===== src/rtl/pinball_pkg.sv =====
// Shared types and constants for the pinball scoring logic.
package pinball_pkg;

    localparam int unsigned BCD_DIGITS    = 3;
    localparam int unsigned SCORE_W       = 4 * BCD_DIGITS;
    localparam int unsigned LIVES_W       = 3;
    localparam int unsigned CD_W          = 8;
    localparam logic [SCORE_W-1:0] SCORE_MAX_BCD = 12'h999;

    typedef enum logic [1:0] {
        IDLE      = 2'd0,
        PLAY      = 2'd1,
        COOLDOWN  = 2'd2,
        GAME_OVER = 2'd3
    } score_state_t;

endpackage


===== src/rtl/bcd_add_sat.sv =====
// Combinational BCD adder: multi-digit BCD value plus one BCD digit,
// saturating at SCORE_MAX_BCD when the top digit carries out.
module bcd_add_sat
    import pinball_pkg::*;
(
    input  logic [SCORE_W-1:0] i_a,
    input  logic [3:0]         i_b,
    output logic [SCORE_W-1:0] o_sum_c
);

    logic [4:0]         w_dsum;
    logic               w_carry;
    logic [SCORE_W-1:0] w_sum;

    // Ripple the carry digit by digit; any carry out of the top digit saturates.
    always_comb begin
        w_dsum  = '0;
        w_carry = 1'b0;
        w_sum   = '0;
        for (int unsigned d = 0; d < BCD_DIGITS; d++) begin
            w_dsum = 5'(i_a[4*d +: 4]) + 5'(w_carry) + ((d == 0) ? 5'(i_b) : 5'd0);
            if (w_dsum > 5'd9) begin
                w_sum[4*d +: 4] = 4'(w_dsum - 5'd10);
                w_carry         = 1'b1;
            end else begin
                w_sum[4*d +: 4] = w_dsum[3:0];
                w_carry         = 1'b0;
            end
        end
        o_sum_c = w_carry ? SCORE_MAX_BCD : w_sum;
    end

endmodule


===== src/rtl/score_keeper.sv =====
// Turns per-pixel collision flags into per-frame game events and keeps
// score, high score, lives and the game-flow state.
module score_keeper
    import pinball_pkg::*;
#(
    parameter int unsigned POINTS_PER_HIT  = 1,
    parameter int unsigned LIVES_INIT      = 3,
    parameter int unsigned COOLDOWN_FRAMES = 60
) (
    input  logic               clk,
    input  logic               reset,
    input  logic               startOfFrame,
    input  logic               collisionSmileyObstacle,
    input  logic               collisionSmileyBorderBottom,
    input  logic               newGame,
    output logic [SCORE_W-1:0] score_bcd,
    output logic [SCORE_W-1:0] high_bcd,
    output logic [LIVES_W-1:0] lives,
    output logic               pause,
    output logic               reset_level,
    output logic               game_over,
    output logic               hit_pulse
);

    score_state_t       r_state;
    logic               r_obs_seen;
    logic               r_bot_seen;
    logic               r_obs_prev;
    logic               r_ng_prev;
    logic [CD_W-1:0]    r_cd;

    score_state_t       w_state_nxt;
    logic [SCORE_W-1:0] w_score_nxt;
    logic [SCORE_W-1:0] w_high_nxt;
    logic [LIVES_W-1:0] w_lives_nxt;
    logic [CD_W-1:0]    w_cd_nxt;
    logic               w_hit_nxt;
    logic               w_rl_nxt;
    logic [SCORE_W-1:0] w_score_inc;
    logic               w_obs_ev;
    logic               w_bot_ev;
    logic               w_ng_edge;

    // Obstacle scores only on the first frame of a contact.
    assign w_obs_ev  = startOfFrame & r_obs_seen & ~r_obs_prev;
    assign w_bot_ev  = startOfFrame & r_bot_seen;
    assign w_ng_edge = newGame & ~r_ng_prev;

    bcd_add_sat u_add (
        .i_a     (score_bcd),
        .i_b     (4'(POINTS_PER_HIT)),
        .o_sum_c (w_score_inc)
    );

    always_comb begin
        w_state_nxt = r_state;
        w_score_nxt = score_bcd;
        w_high_nxt  = high_bcd;
        w_lives_nxt = lives;
        w_cd_nxt    = r_cd;
        w_hit_nxt   = 1'b0;
        w_rl_nxt    = 1'b0;
        case (r_state)
            IDLE, GAME_OVER: begin
                if (w_ng_edge) begin
                    w_state_nxt = PLAY;
                    w_score_nxt = '0;
                    w_lives_nxt = LIVES_W'(LIVES_INIT);
                    w_cd_nxt    = '0;
                    w_rl_nxt    = 1'b1;
                end
            end
            PLAY: begin
                // Score first, so a simultaneous final life loss records the new score.
                if (w_obs_ev) begin
                    w_score_nxt = w_score_inc;
                    w_hit_nxt   = 1'b1;
                end
                if (w_bot_ev) begin
                    if (lives > LIVES_W'(1)) begin
                        w_lives_nxt = lives - LIVES_W'(1);
                        w_cd_nxt    = CD_W'(COOLDOWN_FRAMES);
                        w_rl_nxt    = 1'b1;
                        w_state_nxt = COOLDOWN;
                    end else begin
                        w_lives_nxt = '0;
                        w_state_nxt = GAME_OVER;
                        w_high_nxt  = (w_score_nxt > high_bcd) ? w_score_nxt : high_bcd;
                    end
                end
            end
            COOLDOWN: begin
                if (startOfFrame) begin
                    w_cd_nxt = r_cd - CD_W'(1);
                    if (r_cd <= CD_W'(1)) begin
                        w_cd_nxt    = '0;
                        w_state_nxt = PLAY;
                    end
                end
            end
            default: w_state_nxt = IDLE;
        endcase
    end

    always_ff @(posedge clk) begin
        if (reset) begin
            r_state     <= IDLE;
            r_obs_seen  <= 1'b0;
            r_bot_seen  <= 1'b0;
            r_obs_prev  <= 1'b0;
            r_ng_prev   <= 1'b0;
            r_cd        <= '0;
            score_bcd   <= '0;
            high_bcd    <= '0;
            lives       <= LIVES_W'(LIVES_INIT);
            pause       <= 1'b1;
            game_over   <= 1'b0;
            reset_level <= 1'b0;
            hit_pulse   <= 1'b0;
        end else begin
            // A collision coincident with the frame strobe belongs to the new frame.
            if (startOfFrame) begin
                r_obs_seen <= collisionSmileyObstacle;
                r_bot_seen <= collisionSmileyBorderBottom;
                r_obs_prev <= r_obs_seen;
            end else begin
                r_obs_seen <= r_obs_seen | collisionSmileyObstacle;
                r_bot_seen <= r_bot_seen | collisionSmileyBorderBottom;
            end
            r_ng_prev   <= newGame;
            r_state     <= w_state_nxt;
            r_cd        <= w_cd_nxt;
            score_bcd   <= w_score_nxt;
            high_bcd    <= w_high_nxt;
            lives       <= w_lives_nxt;
            pause       <= (w_state_nxt != PLAY);
            game_over   <= (w_state_nxt == GAME_OVER);
            reset_level <= w_rl_nxt;
            hit_pulse   <= w_hit_nxt;
        end
    end

endmodule


===== config.mk =====
export PLATFORM = sky130hd
export DESIGN_NAME = score_keeper
export DESIGN_NICKNAME = d
export VERILOG_FILES = /design/src/rtl/pinball_pkg.sv /design/src/rtl/bcd_add_sat.sv /design/src/rtl/score_keeper.sv
export SDC_FILE = /design/constraint.sdc
export NUM_CORES = 1
export LEC_CHECK = 0
export BUFFER_PORTS_ARGS = -buffer_cell sky130_fd_sc_hd__clkbuf_2
export CAP_MARGIN = 20
export CORE_ASPECT_RATIO = 0.7
export CORE_MARGIN = 5
export CORE_UTILIZATION = 59
export CTS_CLUSTER_DIAMETER = 120
export CTS_CLUSTER_SIZE = 10
export DETAILED_ROUTE_END_ITERATION = 7
export GPL_TIMING_DRIVEN = 0
export PLACE_DENSITY = 0.8
export REMOVE_ABC_BUFFERS = 1
export SLEW_MARGIN = 20
export SYNTH_ARGS = -nofsm -noshare
export SYNTH_HDL_FRONTEND = slang
export SYNTH_HIERARCHICAL = 1
export SYNTH_SLANG_ARGS = --single-unit

===== constraint.sdc =====
create_clock -name clk -period 7.7 [get_ports clk]
set_input_delay 0.77 -clock clk [delete_from_list [all_inputs] [get_ports clk]]
set_output_delay 0.77 -clock clk [all_outputs]
set_load 0.01 [all_outputs]

## Yosys cells after proc, flatten, opt, wreduce, memory -nomap -nowiden

Index checks and enable logic that the tools add are counted.

- Add/sub/neg operators: 8
- Reduce and logical (&&, ||, !) cells: 8
- Eq/ne operators: 9
- Bitwise gates (word level): 10
- Multiplexer cells: 34
- Order comparisons: 6

Operator list:

| kind | count |
|---|---|
| $mux W12 | 4 |
| $mux W8 | 5 |
| $pmux W12 S2 | 1 |
| $pmux W8 S3 | 1 |
| $gt A5 B4 Y1 const B | 3 |
| $gt A12 B12 Y1 | 1 |
| $mux W4 | 3 |
| $sub A4 B4 Y4 const B | 3 |
| $add A4 B1 Y5 | 2 |
| $mux W1 | 10 |
| $mux W3 | 3 |
| $le A8 B1 Y1 const B | 1 |
| $mux W2 | 4 |
| $ne A2 B2 Y1 const B | 4 |
| $reduce_and A4 Y1 | 2 |
| $sub A8 B1 Y8 const B | 1 |
| $eq A2 B2 Y1 const B | 3 |
| $pmux W2 S3 | 1 |
| $pmux W3 S2 | 1 |
| $add A4 B1 Y5 const B | 1 |
| $and A1 B1 Y1 | 4 |
| $not A1 Y1 | 4 |
| $reduce_or A2 Y1 | 2 |
| $gt A3 B1 Y1 const B | 1 |
| other kinds (9) | 10 |

- Logic and storage cells: 88
- Register bits after elaboration: 45

## Depth between registers and ports, before layout

Gate-level depths: netlist of run 1.

- Word-level depth: 14
- Mapped depth: 26

## By module

The synthesis of run 1 kept the hierarchy.

By module, submodules not included:

| module | cells an instance | area an instance (um^2) | instances | seq. area each (um^2) |
|---|---|---|---|---|
| score_keeper | 277 | 2426.1 | 1 | 900.9 |
| bcd_add_sat | 102 | 715.7 | 1 | 0.0 |

## Worst setup path before layout of run 1

OpenSTA, ideal clock, no wires.

- Path type: register to register
- Start point: register score_bcd[0]
- End point: register high_bcd[10]
- Stages on the path, launching flop included: 27
- Setup time: 0.095 ns
- Arrival time: 5.707 ns
- Setup slack: 1.898 ns
- Cell sequence: dfxtp_1 ha_1 inv_1 fa_1 xor2_1 nand2_1 nand3_1 nand3_1 ha_1 ha_1 or2_2 a21oi_1 nor3_1 ha_1 ha_1 or2_2 a21oi_1 nor2_1 a311o_1 mux2_2 ha_1 and4_1 nand3_1 nand2_1 a31o_2 clkbuf_1 a221oi_1

- Longest elaborated chain between the ends: 14
- Elaborated cells on any way between the ends: 20
- Classes of those cells: add/sub: 6; order compare: 4; mux: 9; reduce/logical: 1

Ends and longest elaborated chain:

| item | RTL line | source |
|---|---|---|
| start: declaration | score_keeper.sv:16 | `output logic [SCORE_W-1:0] score_bcd,` |
| start signal: assignment | score_keeper.sv:133 | `score_bcd <= w_score_nxt;` |
| $add A4 B1 Y5 * | bcd_add_sat.sv:21 | `w_dsum = 5'(i_a[4*d +: 4]) + 5'(w_carry) + ((d == 0) ? 5'(i_b) : 5'd0);` |
| $gt A5 B4 Y1 | bcd_add_sat.sv:22 | `if (w_dsum > 5'd9) begin` |
| $mux W1 | bcd_add_sat.sv:22 |  |
| $add A4 B1 Y5 | bcd_add_sat.sv:21 |  |
| $gt A5 B4 Y1 | bcd_add_sat.sv:22 |  |
| $mux W1 | bcd_add_sat.sv:22 |  |
| $add A4 B1 Y5 | bcd_add_sat.sv:21 |  |
| $gt A5 B4 Y1 | bcd_add_sat.sv:22 |  |
| $mux W1 | bcd_add_sat.sv:22 |  |
| $mux W12 * | bcd_add_sat.sv:30 | `o_sum_c = w_carry ? SCORE_MAX_BCD : w_sum;` |
| named net w_score_inc[3] | score_keeper.sv:39 | `logic [SCORE_W-1:0] w_score_inc;` |
| $mux W12 * | score_keeper.sv:75 | `if (w_obs_ev) begin` |
| $mux W12 * | score_keeper.sv:63 | `case (r_state)` |
| $gt A12 B12 Y1 * | score_keeper.sv:88 | `w_high_nxt = (w_score_nxt > high_bcd) ? w_score_nxt : high_bcd;` |
| $reduce_and A4 Y1 (no line) * | - |  |
| end signal: assignment | score_keeper.sv:134 | `high_bcd <= w_high_nxt;` |
| end: declaration | score_keeper.sv:17 | `output logic [SCORE_W-1:0] high_bcd,` |

The timed path passes the listed nets; every way through them passes the cells marked *. The select of a mux whose other input is x is not followed.
A chain may end at the register's enable or synchronous reset.

## Worst setup path after layout of run 1

- Start point: register score_bcd[0]
- End point: register high_bcd[6]

The elaborated chain is that of the path after synthesis.

==> key figures, run 1 <==
Outcome
  • Run status: finished clean

Setup path
  • Crit-path slowest cell: fa_1
  • R2r startpoint: score_bcd[0]
  • Setup CP Type: flip-flop to flip-flop
  • Startpoint Class: flip-flop
  • CP Max Fanout: 13
  • WP data arrival: 6830 ps
  • Crit path largest cell delay: 440 ps
  • Crit end category: flip-flop
  • Worst endpoint required time: between 7000 and 8000 ps
  • Cell repeated most along the worst path: ha_1
  • Crit. Startpoint: score_bcd[0]

Finish
  • Fillers: around 420
  • Share of layout cells above drive strength 1: 0.162
  • Ant. Diodes: 0
  • Area Growth Syn to Fin: 9.48%
  • NumNets Final: between 400 and 500
  • Design area: 3440 um^2

Global routing
  • Met2 usage: 0.324
  • Gr usage total: 0.216
  • Initial antenna violation count: 0
  • Pin count of the biggest net entering global routing: 45
  • GR peak layer: met2
  • First-pass GRT wire length: 12.5 mm
  • Grt total ovfl: 0
  • Grt met3 use: 0.0414
  • Vias in the first global route: 2637
  • GRT met1 Usage: 0.317

Detailed routing
  • Post-DR vias/cell: around 6
  • Pre-antenna DRT Iters: 5
  • Drt total wl: roughly 7.4 mm
  • Vias: ~2900
  • 1st-iter DRT viols: approximately 210
  • DRC errors left: 0
  • Post-route ant nets: 0
  • Routed len/inst: 15.5 um

Power and ir drop
  • Pwr dens: about 140 nW/um^2
  • P_leak: 1.47 nW
  • VDD IR max: between 0.1 and 0.15 mV

CTS
  • CTS tree: yes
  • TritonCTS Buffers: 5
  • Clk pin slew, worst setup/hold paths: around 80 ps
  • CTS resizes: 0
  • Clk_lat worst skew: approximately 300 ps
  • H-tree Lvls: 2
  • Clock sinks: 45
  • Clk buf depth: 2
  • CTS hold repair buffers: 0
  • Setup Fix Bufs, Post-CTS: 0
  • CTS Root Cell: clkbuf_8

Worst hold path
  • HP Class: flip-flop to flip-flop
  • Hold path startpoint: r_obs_prev

Die
  • Top Ports: 37
  • Row cnt: 22
  • Placeable Area: around 5200 um^2
  • Die Height: between 70 and 80 um
  • Die ar.: 6910 um^2
  • Initial cell density of the core: 0.604
  • Die width: 97.2 um

Synth
  • Post-synth EDFFs: 0
  • Leading register cell type out of synthesis: dfxtp_1
  • Synth unique cells: 64
  • Async SR Flop Fraction: 0
  • Synth Register Bits: 45
  • Synthesis warning total: 6
  • Sequential fraction of the synthesis area: 0.287
  • Cells after Synth: approximately 380
  • Syn_area_per_cell: 8.29 um^2
  • Synth Cell Area: 3140 um^2

Placement
  • GPL Wtd Cong: a little under 0.9
  • Port bufs: 36
  • DP HPWL: ~5.4 mm
  • Post-Place Cell Area: 3350 um^2

Timing
  • Clock Skews: about 2.4 ps
  • Final hold violations: 0
  • Tightest Pin Transition: about 1000 ps
  • Setup violators final: 0
  • Fmax: 151 MHz
  • Tcrit/Tclk final: 0.863
  • RSZ-0062 raised after global routing: no
  • Slew Viols, Final: 0
  • Slew margin rel.: 0.330
  • Final min period: between 6000 and 7000 ps
  • Setup tns final: 0 ps

Run
  • Max-cap violations: 0
-- flip-flops by register name (all words and copies together) (netlist names) --
name,flops
reset_level,1
score_bcd,12
game_over,1
r_cd,8
r_bot_seen,1
high_bcd,12
r_obs_prev,1
r_ng_prev,1
pause,1
r_state,2
r_obs_seen,1
lives,3
hit_pulse,1
-- per-stage QoR --
stage	power, mW	util	worst slack [ps]	hold slack (ps)	instances
2_1_floorplan	0.299	-	1910	451	365
3_3_place_gp	0.320	0.644	1240	468	473
3_5_place_dp	0.322	0.644	1190	503	473
4_1_cts	0.468	0.660	1120	521	480
5_1_grt	0.491	0.661	435	548	480
6_report	0.465	0.661	1060	515	480
-- cells by family (layout without fill, tap and decap cells) --
logic type / count (synthesis) / count (layout) / share of synthesized area
AOI/OAI and AO/OA: 110 / 110 / 0.245
xor gates and xnor gates: 4 / 4 / 0.0112
adders and majority gates: 28 / 28 / 0.114
buffers and inverters: 45 / 71 / 0.0573
DFF: 45 / 45 / 0.287
muxes: 15 / 15 / 0.0526
other: 2 / 5 / 0.00239
and+or+nand+nor: 130 / 130 / 0.231
-- worst paths after layout --
path,endpoint,slack (ps),depth (start not counted)
hold reg to reg,r_obs_prev,510,2
setup reg to reg,high_bcd[6],1060,25
hold / removal,r_obs_prev,510,2
setup / recovery,high_bcd[6],1060,25
-- where the power goes --
part | internal [mW] | total (mW) | switching, mW
Combinational | 0.0261 | 0.0771 | 0.0510
Clock | 0.0713 | 0.147 | 0.0758
Sequential | 0.237 | 0.241 | 0.00371
Total | 0.335 | 0.465 | 0.130
-- routing by layer --
metal | share of wire | up-vias | wire length (um)
met1 | 0.51 | 1369 | 3770
met2 | 0.43 | 73 | 3170
met3 | 0.058 | 7 | 429
met4 | 0.0074 | 0 | 55
met5 | 0 | - | 0
li1 | - | 1442 | -
-- layout make-up --
type / count / area, um^2 / area share
inverter: 28 / 105 / 0.0306
clock buffer: 7 / 86.3 / 0.0251
timing repair buffer: 36 / 180 / 0.0524
multi-input combinational: 292 / 2080 / 0.604
tap: 72 / 90.1 / 0.0262
sequential: 45 / 901 / 0.262
-- worst max-delay path: cells and delay by family (launching register included) --
family,cells,cell delay (ps)
fa+ha+maj,7,2190
simple gates,10,1780
compound gates,5,1420
flops,1,400
xor+xnor,1,370
mux,1,290
buf+inv,1,70
-- layout by cell type (no fill, tap or decap), types with 4 or more instances in the layout --
cell type  netlist  layout
inv_1           28      28
conb_1           2       5
dfxtp_1         45      45
nand2b_1        11      11
or2_2            4       4
o21ai_0         19      19
nor2_1          37      37
nand2_1         15      15
clkbuf_2         1      36
a31oi_1          4       4
nor3_1          10       9
a211oi_1         4       4
a21o_1           4       4
a221oi_1        14      14
and3b_1         11      11
mux2_2          12      12
nor2b_1          8       8
a22oi_1         11      11
nand3_1          9       9
a21oi_1         28      28
ha_1            27      27
clkbuf_8         0       6
-- synth_stat cells, drive strengths merged, types with 9 or more instances --
cell	instances	area, um^2
clkbuf	14	53.8
nand3	9	45.0
dfxtp	45	901
a221oi	15	138
inv	28	105
ha	27	338
o21ai	19	95.1
a21oi	28	140
nand2	15	56.3
a22oi	11	82.6
nand2b	11	68.8
nor3	10	50.1
and3b	11	96.3
mux2	12	135
nor2	37	139
Note: power is estimated with default switching activity, not from simulation.
==> inputs of run 2 (changes only) <==
--- a/config.mk
+++ b/config.mk
@@ -9,15 +9,14 @@
 export CAP_MARGIN = 20
 export CORE_ASPECT_RATIO = 0.7
 export CORE_MARGIN = 5
-export CORE_UTILIZATION = 59
+export CORE_UTILIZATION = 58
 export CTS_CLUSTER_DIAMETER = 120
 export CTS_CLUSTER_SIZE = 10
 export DETAILED_ROUTE_END_ITERATION = 7
 export GPL_TIMING_DRIVEN = 0
-export PLACE_DENSITY = 0.8
+export PLACE_DENSITY = 0.79
 export REMOVE_ABC_BUFFERS = 1
 export SLEW_MARGIN = 20
 export SYNTH_ARGS = -nofsm -noshare
 export SYNTH_HDL_FRONTEND = slang
-export SYNTH_HIERARCHICAL = 1
 export SYNTH_SLANG_ARGS = --single-unit
==> run 2 against run 1 <==
Net effect: hold slack worse by 37 ps; wire length is 4.7% lower; design area fell by 6.1%; clock skew rose by 6.2 ps.
==> key figures, run 2 <==
Setup path
  • Setup CP Type: flip-flop to flip-flop (unchanged)
  • Startpoint Class: flip-flop (unchanged)
  • Crit path largest cell delay: 540 ps (was 440 ps)
  • Crit end category: flip-flop (unchanged)
  • Worst endpoint required time: 7900 ps (was 7890 ps)
  • Worst reg-to-reg setup slack: 860 ps (was 1060 ps)
  • WP data arrival: 7050 ps (was 6830 ps)
  • CP Max Fanout: 11 (was 13)
  • Cell repeated most along the worst path: ha_1 (unchanged)
  • Crit-path slowest cell: dfxtp_1 (was fa_1)

Power and ir drop
  • Pwr Total: 496 uW (was 465 uW)
  • P_leak: 1.40 nW (was 1.47 nW)
  • VDD IR max: 0.0978 mV (was 0.106 mV)
  • Pwr dens: 153 nW/um^2 (was 135 nW/um^2)

Finish
  • Non-Filler Instances: 486 (was 480)
  • Most frequent cells in the layout: nand2_1, dfxtp_1, nor2_1 (was dfxtp_1, nor2_1, clkbuf_2)
  • Largest registers: high_bcd: 12 flops, score_bcd: 12 flops, r_cd: 8 flops (unchanged)
  • Ant. Diodes: 0 (unchanged)
  • Area Growth Syn to Fin: 8.22% (was 9.48%)
  • Fillers: 430 (was 418)
  • Core Util, Final: 0.661 (about the same)
  • Design area: 3230 um^2 (was 3440 um^2)
  • Share of layout cells above drive strength 1: 0.125 (was 0.162)
  • NumNets Final: 448 (was 442)

Detailed routing
  • Post-route ant nets: 0 (unchanged)
  • Post-DR vias/cell: 5.85 (was 6.02)
  • Pre-antenna DRT Iters: 5 (unchanged)
  • Drt total wl: 7.07 mm (was 7.42 mm)
  • 1st-iter DRT viols: 186 (was 208)
  • Vias: 2843 (was 2891)
  • DRC errors left: 0 (unchanged)
  • Routed len/inst: 14.5 um (was 15.5 um)

Timing
  • Tcrit/Tclk final: 0.889 (was 0.863)
  • Slew margin rel.: 0.361 (was 0.330)
  • Setup tns final: 0 ps (unchanged)
  • Minimum hold slack: 478 ps (was 515 ps)
  • RSZ-0062 raised after global routing: no (unchanged)
  • Final min period: 6840 ps (was 6640 ps)
  • Final hold violations: 0 (unchanged)
  • Clock Skews: 8.55 ps (was 2.36 ps)
  • Final worst slack: 856 ps (was 1060 ps)
  • Setup violators final: 0 (unchanged)
  • Tightest Pin Transition: 955 ps (was 1000 ps)
  • Fmax: 146 MHz (was 151 MHz)
  • Slew Viols, Final: 0 (unchanged)

CTS
  • Setup Fix Bufs, Post-CTS: 0 (unchanged)
  • Clk pin slew, worst setup/hold paths: 90 ps (was 80 ps)
  • CTS resizes: 0 (unchanged)
  • Clk_lat worst skew: 300 ps (about the same)
  • TritonCTS Buffers: 5 (unchanged)
  • H-tree Lvls: 2 (unchanged)
  • Clock sinks: 45 (unchanged)
  • CTS Root Cell: clkbuf_8 (unchanged)
  • CTS hold repair buffers: 0 (unchanged)
  • CTS tree: yes (unchanged)
  • Clk buf depth: 2 (unchanged)

Synth
  • Synth top area cells: dfxtp_1, ha_1, a21oi_1 (unchanged)
  • Synth area leader: dfxtp_1 (unchanged)
  • Syn_area_per_cell: 7.61 um^2 (was 8.29 um^2)
  • Synth Cell Area: 2980 um^2 (was 3140 um^2)
  • Synth cell count leaders: dfxtp_1, nand2_1, nor2_1, a21oi_1, inv_1 (was dfxtp_1, nor2_1, a21oi_1, inv_1, ha_1)
  • Post-synth top area share: 0.302 (was 0.287)
  • Cells after Synth: 392 (was 379)
  • Synth unique cells: 58 (was 64)
  • Synth Register Bits: 45 (unchanged)
  • Sequential fraction of the synthesis area: 0.302 (was 0.287)
  • Post-synth EDFFs: 0 (unchanged)
  • Async SR Flop Fraction: 0 (unchanged)
  • Synthesis warning total: 0 (was 6)
  • Leading register cell type out of synthesis: dfxtp_1 (unchanged)

Outcome
  • Run status: finished clean (unchanged)

Placement
  • Placed cell count: 477 (was 473)
  • GPL Wtd Cong: 0.847 (was 0.891)
  • Pre-CTS WS: 782 ps (was 1190 ps)
  • Port bufs: 36 (unchanged)
  • DP HPWL: 5.17 mm (was 5.42 mm)
  • Post-Place Cell Area: 3140 um^2 (was 3350 um^2)

Global routing
  • First-pass GRT wire length: 11.5 mm (was 12.5 mm)
  • Grt total ovfl: 0 (unchanged)
  • Vias in the first global route: 2464 (was 2637)
  • Initial antenna violation count: 0 (unchanged)
  • Gr usage total: 0.210 (was 0.216)
  • Pin count of the biggest net entering global routing: 36 (was 45)

Run
  • Max-cap violations: 0 (unchanged)

Die
  • Top Ports: 37 (unchanged)
  • Die Height: 70.0 um (was 71.1 um)
  • Row cnt: 21 (was 22)
  • Placeable Area: 4890 um^2 (was 5200 um^2)
  • Die width: 95.7 um (was 97.2 um)
  • Die ar.: 6700 um^2 (was 6910 um^2)
  • Initial cell density of the core: 0.611 (was 0.604)

Worst hold path
  • HP Class: flip-flop to flip-flop (unchanged)
run 2: changes by cell type in the layout (fill, tap and decap cells not counted), sizes merged, moves of 5 or more:
cell    before  now
conb         5    0
mux2        12    0
nand2       15   45
a221oi      15    0
a21oi       28   36
o21ai       19   30
inv         28   33
nor2        37   43
and3b       11    1
or2          6    0
run 2: report_power, final:
part / switching (mW) / internal (mW)
Combinational: 0.0684 / 0.0355
Clock: 0.0805 / 0.0630
Sequential: 0.00747 / 0.241
Total: 0.156 / 0.339
run 2: path summary, 6_finish.rpt:
kind                      from           to  depth (start not counted)
setup / recovery  score_bcd[0]  high_bcd[9]                         30
hold / removal     high_bcd[3]  high_bcd[3]                          2
setup reg to reg  score_bcd[0]  high_bcd[9]                         30
hold reg to reg    high_bcd[3]  high_bcd[3]                          2
run 2: kinds of logic (layout without fill, tap and decap cells):
logic type	Yosys count	after routing	share of synthesized area
flops	45	45	0.302
simple gates	138	138	0.224
buf+inv	53	78	0.0788
xor+xnor	6	6	0.0176
fa+ha+maj	26	26	0.109
mux	2	2	0.00671
compound gates	122	122	0.262
run 2: critical path: cells and delay by family, from the launching register on:
family	cells	cell delay, ps
AND/OR/NAND/NOR	8	900
flip-flops	1	540
multiplexers	1	220
AO/OA/AOI/OAI	11	2730
buffers and inverters	3	380
adder cells (fa/ha/maj)	7	1950
run 2: cell type report:
cell class	instances	area, um^2	area share
Clock buffer	6	72.6	0.0225
Clock inverter	2	10.0	0.00310
Inverter	33	124	0.0384
Multi-Input combinational cell	294	1850	0.572
Sequential cell	45	901	0.279
Tap cell	69	86.3	0.0267
Timing Repair Buffer	37	188	0.0581
run 2: layer usage:
| metal | global-route usage | vias up | routed length, um | part of all wire |
|---|---|---|---|---|
| met5 | 0 | - | 0 | 0 |
| li1 | - | 1431 | - | - |
| met3 | 0.0408 | 6 | 498 | 0.070 |
| met2 | 0.300 | 98 | 2870 | 0.41 |
| met1 | 0.318 | 1308 | 3650 | 0.52 |
| met4 | 0.0505 | 0 | 55 | 0.0078 |
==> inputs of run 3 (changes only) <==
--- a/config.mk
+++ b/config.mk
@@ -9,12 +9,12 @@
 export CAP_MARGIN = 20
 export CORE_ASPECT_RATIO = 0.7
 export CORE_MARGIN = 5
-export CORE_UTILIZATION = 58
+export CORE_UTILIZATION = 53
 export CTS_CLUSTER_DIAMETER = 120
 export CTS_CLUSTER_SIZE = 10
 export DETAILED_ROUTE_END_ITERATION = 7
 export GPL_TIMING_DRIVEN = 0
-export PLACE_DENSITY = 0.79
+export PLACE_DENSITY = 0.76
 export REMOVE_ABC_BUFFERS = 1
 export SLEW_MARGIN = 20
 export SYNTH_ARGS = -nofsm -noshare
==> constraint.sdc (replaced) <==
create_clock -name clk -period 5.85 [get_ports clk]
set_input_delay 0.585 -clock clk [delete_from_list [all_inputs] [get_ports clk]]
set_output_delay 0.585 -clock clk [all_outputs]
set_load 0.01 [all_outputs]
==> run 3 against run 2 <==
Net effect: total power rose by 36%; die area rose by 8.3%; design area rose by 9.8%; wire length rose by 18%; setup slack got worse by 650 ps; sequential share of layout area fell by 2.3 points; hold slack got worse by 1.9 ps; maximum frequency rose by 21%; combinational power rose by 47%; clock-buffer cell count did not move; flip-flop and latch count did not move.
==> key figures, run 3 (synthesis gave the netlist of run 2 again) <==
Setup path
  • Reg-to-Reg End: high_bcd[2] (was high_bcd[9])
  • Worst endpoint required time: 6030 ps (was 7900 ps)
  • CP Buf/Inv Count: 4 (was 3)
  • Crit end category: flip-flop (unchanged)
  • Top delay family on crit path: adder cells (was compound AO/OA/AOI/OAI gates)
  • R2R depth: 28 (was 30)
  • Setup CP Type: flip-flop to flip-flop (unchanged)
  • Worst reg-to-reg setup slack: 210 ps (was 860 ps)
  • CP Max Fanout: 7 (was 11)
  • Startpoint Class: flip-flop (unchanged)
  • Crit-path slowest cell: or3_4 (was dfxtp_1)
  • WP data arrival: 5820 ps (was 7050 ps)
  • Crit. Startpoint: score_bcd[1] (was score_bcd[0])
  • R2r startpoint: score_bcd[1] (was score_bcd[0])
  • Crit path largest cell delay: 450 ps (was 540 ps)

Finish
  • Area Growth Syn to Fin: 18.9% (was 8.22%)
  • Design area: 3550 um^2 (was 3230 um^2)
  • Ant. Diodes: 0 (unchanged)
  • Most frequent cells in the layout: nand2_1, nor2_1, dfxtp_1 (was nand2_1, dfxtp_1, nor2_1)
  • Most common cell after layout, fill and taps aside: nand2_1
  • NumNets Final: 461 (was 448)
  • Share of layout cells above drive strength 1: 0.219 (was 0.125)
  • Fillers: 449 (was 430)
  • Non-Filler Instances: 502 (was 486)
  • Largest registers: high_bcd: 12 flops, score_bcd: 12 flops, r_cd: 8 flops (unchanged)
  • Core Util, Final: 0.664 (was 0.661)

Timing
  • Fmax: 177 MHz (was 146 MHz)
  • Tightest Pin Transition: 1000 ps (was 955 ps)
  • Setup violators final: 0 (unchanged)
  • Clock Skews: 5.19 ps (was 8.55 ps)
  • Slew margin rel.: 0.330 (was 0.361)
  • Slew Viols, Final: 0 (unchanged)
  • Tcrit/Tclk final: 0.964 (was 0.889)
  • Final hold violations: 0 (unchanged)
  • Final min period: 5640 ps (was 6840 ps)

Die
  • Top Ports: 37 (unchanged)
  • Die width: 99.7 um (was 95.7 um)
  • Row cnt: 22 (was 21)
  • Initial cell density of the core: 0.559 (was 0.611)
  • Die Height: 72.8 um (was 70.0 um)
  • Die ar.: 7260 um^2 (was 6700 um^2)
  • Placeable Area: 5340 um^2 (was 4890 um^2)

Global routing
  • Initial antenna violation count: 0 (unchanged)
  • Pin count of the biggest net entering global routing: 36 (unchanged)
  • Grt total ovfl: 0 (unchanged)
  • Vias in the first global route: 2589 (was 2464)
  • First-pass GRT wire length: 12.4 mm (was 11.5 mm)
  • Gr usage total: 0.209 (was 0.210)

Placement
  • Port bufs: 36 (unchanged)
  • DP HPWL: 5.57 mm (was 5.17 mm)
  • GPL Wtd Cong: 0.833 (was 0.847)
  • Post-Place Cell Area: 3140 um^2 (about the same)
  • Placed cell count: 480 (was 477)

CTS
  • H-tree Lvls: 2 (unchanged)
  • Clock sinks: 45 (unchanged)
  • Clk_lat worst skew: 300 ps (about the same)
  • Clk pin slew, worst setup/hold paths: 90 ps (about the same)
  • Clk buf depth: 2 (unchanged)
  • CTS Root Cell: clkbuf_8 (unchanged)
  • CTS tree: yes (unchanged)
  • TritonCTS Buffers: 5 (unchanged)

Worst hold path
  • HP Class: flip-flop to flip-flop (unchanged)
  • Hold path startpoint: r_obs_prev (was high_bcd[3])
  • Worst hold path depth: 2 (unchanged)
  • Hold EP: r_obs_prev (was high_bcd[3])

Power and ir drop
  • P_leak: 1.46 nW (was 1.40 nW)
  • VDD IR max: 0.118 mV (was 0.0978 mV)
  • Pwr dens: 190 nW/um^2 (was 153 nW/um^2)

Detailed routing
  • 1st-iter DRT viols: 344 (was 186)
  • Routed len/inst: 16.6 um (was 14.5 um)
  • Drt total wl: 8.34 mm (was 7.07 mm)
  • Post-route ant nets: 0 (unchanged)
  • Vias: 3061 (was 2843)
  • Post-DR vias/cell: 6.10 (was 5.85)
  • DRC errors left: 0 (unchanged)
  • Pre-antenna DRT Iters: 6 (was 5)

Run
  • Max-cap violations: 0 (unchanged)

Outcome
  • Run status: finished clean (unchanged)
==> run 3: changes by cell type in the layout (fill, tap and decap cells not counted), moves of 3 or more <==
cell      delta
o21ai_1      +3
a211oi_1     -3
o21ai_0      -4
a21oi_1      -3
ha_1         -7
buf_4        +9
ha_4         +5
dfxtp_1      -3
a211oi_2     +3
==> run 3: layout make-up <==
cell class / instances / area (um^2) / area share
Clock buffer: 6 / 72.6 / 0.0205
Timing Repair Buffer: 49 / 298 / 0.0840
Sequential cell: 45 / 910 / 0.256
Tap cell: 72 / 90.1 / 0.0254
Inverter: 33 / 124 / 0.0349
Multi-Input combinational cell: 295 / 2040 / 0.576
Clock inverter: 2 / 10.0 / 0.00282
==> run 3: timing repair <==
item / 4_1_cts / 5_1_grt
pin swaps: 2 / 10
setup buffers: 4 / 9
setup endpoints to repair: 12 / 12
hold buffers: 0 / 0
resized for setup: 18 / 29
gates cloned: 0 / 1
==> run 3: power breakdown <==
group          switching [mW]  total (mW)  internal [mW]  leakage (nW)
Sequential            0.00996       0.326          0.316         0.367
Clock                   0.111       0.194         0.0831        0.0450
Combinational           0.101       0.153         0.0516          1.04
==> run 3: worst min-delay path, cell delays in order (launching register included) <==
cell	delay, ps
dfxtp_1	320
nand2_1	50
a21oi_1	60
==> run 3: stage by stage <==
stage	setup WS [ps]	TNS (ps)	total power, mW	hold WS, ps
3_3_place_gp	-905	-9080	0.464	452
4_1_cts	19.6	0	0.666	475
3_5_place_dp	-1140	-11630	0.469	462
2_1_floorplan	10.6	0	0.427	438
5_1_grt	-77.0	-390	0.706	487
6_report	209	0	0.673	476
==> run 3: metal layers <==
metal | wire [um] | global-route usage
met1 | 3890 | 0.315
met2 | 3570 | 0.305
met3 | 780 | 0.0458
met4 | 105 | 0.0394
met5 | 0 | 0
==> run 3: worst max-delay path by stage <==
stage	endpoint	slack, ps	depth (start not counted)
floorplan	high_bcd[6]	10	29
global placement	high_bcd[6]	-900	29
detailed placement	high_bcd[11]	-1140	29
CTS	high_bcd[11]	20	29
global route	high_bcd[2]	-80	28
finish	high_bcd[2]	210	28
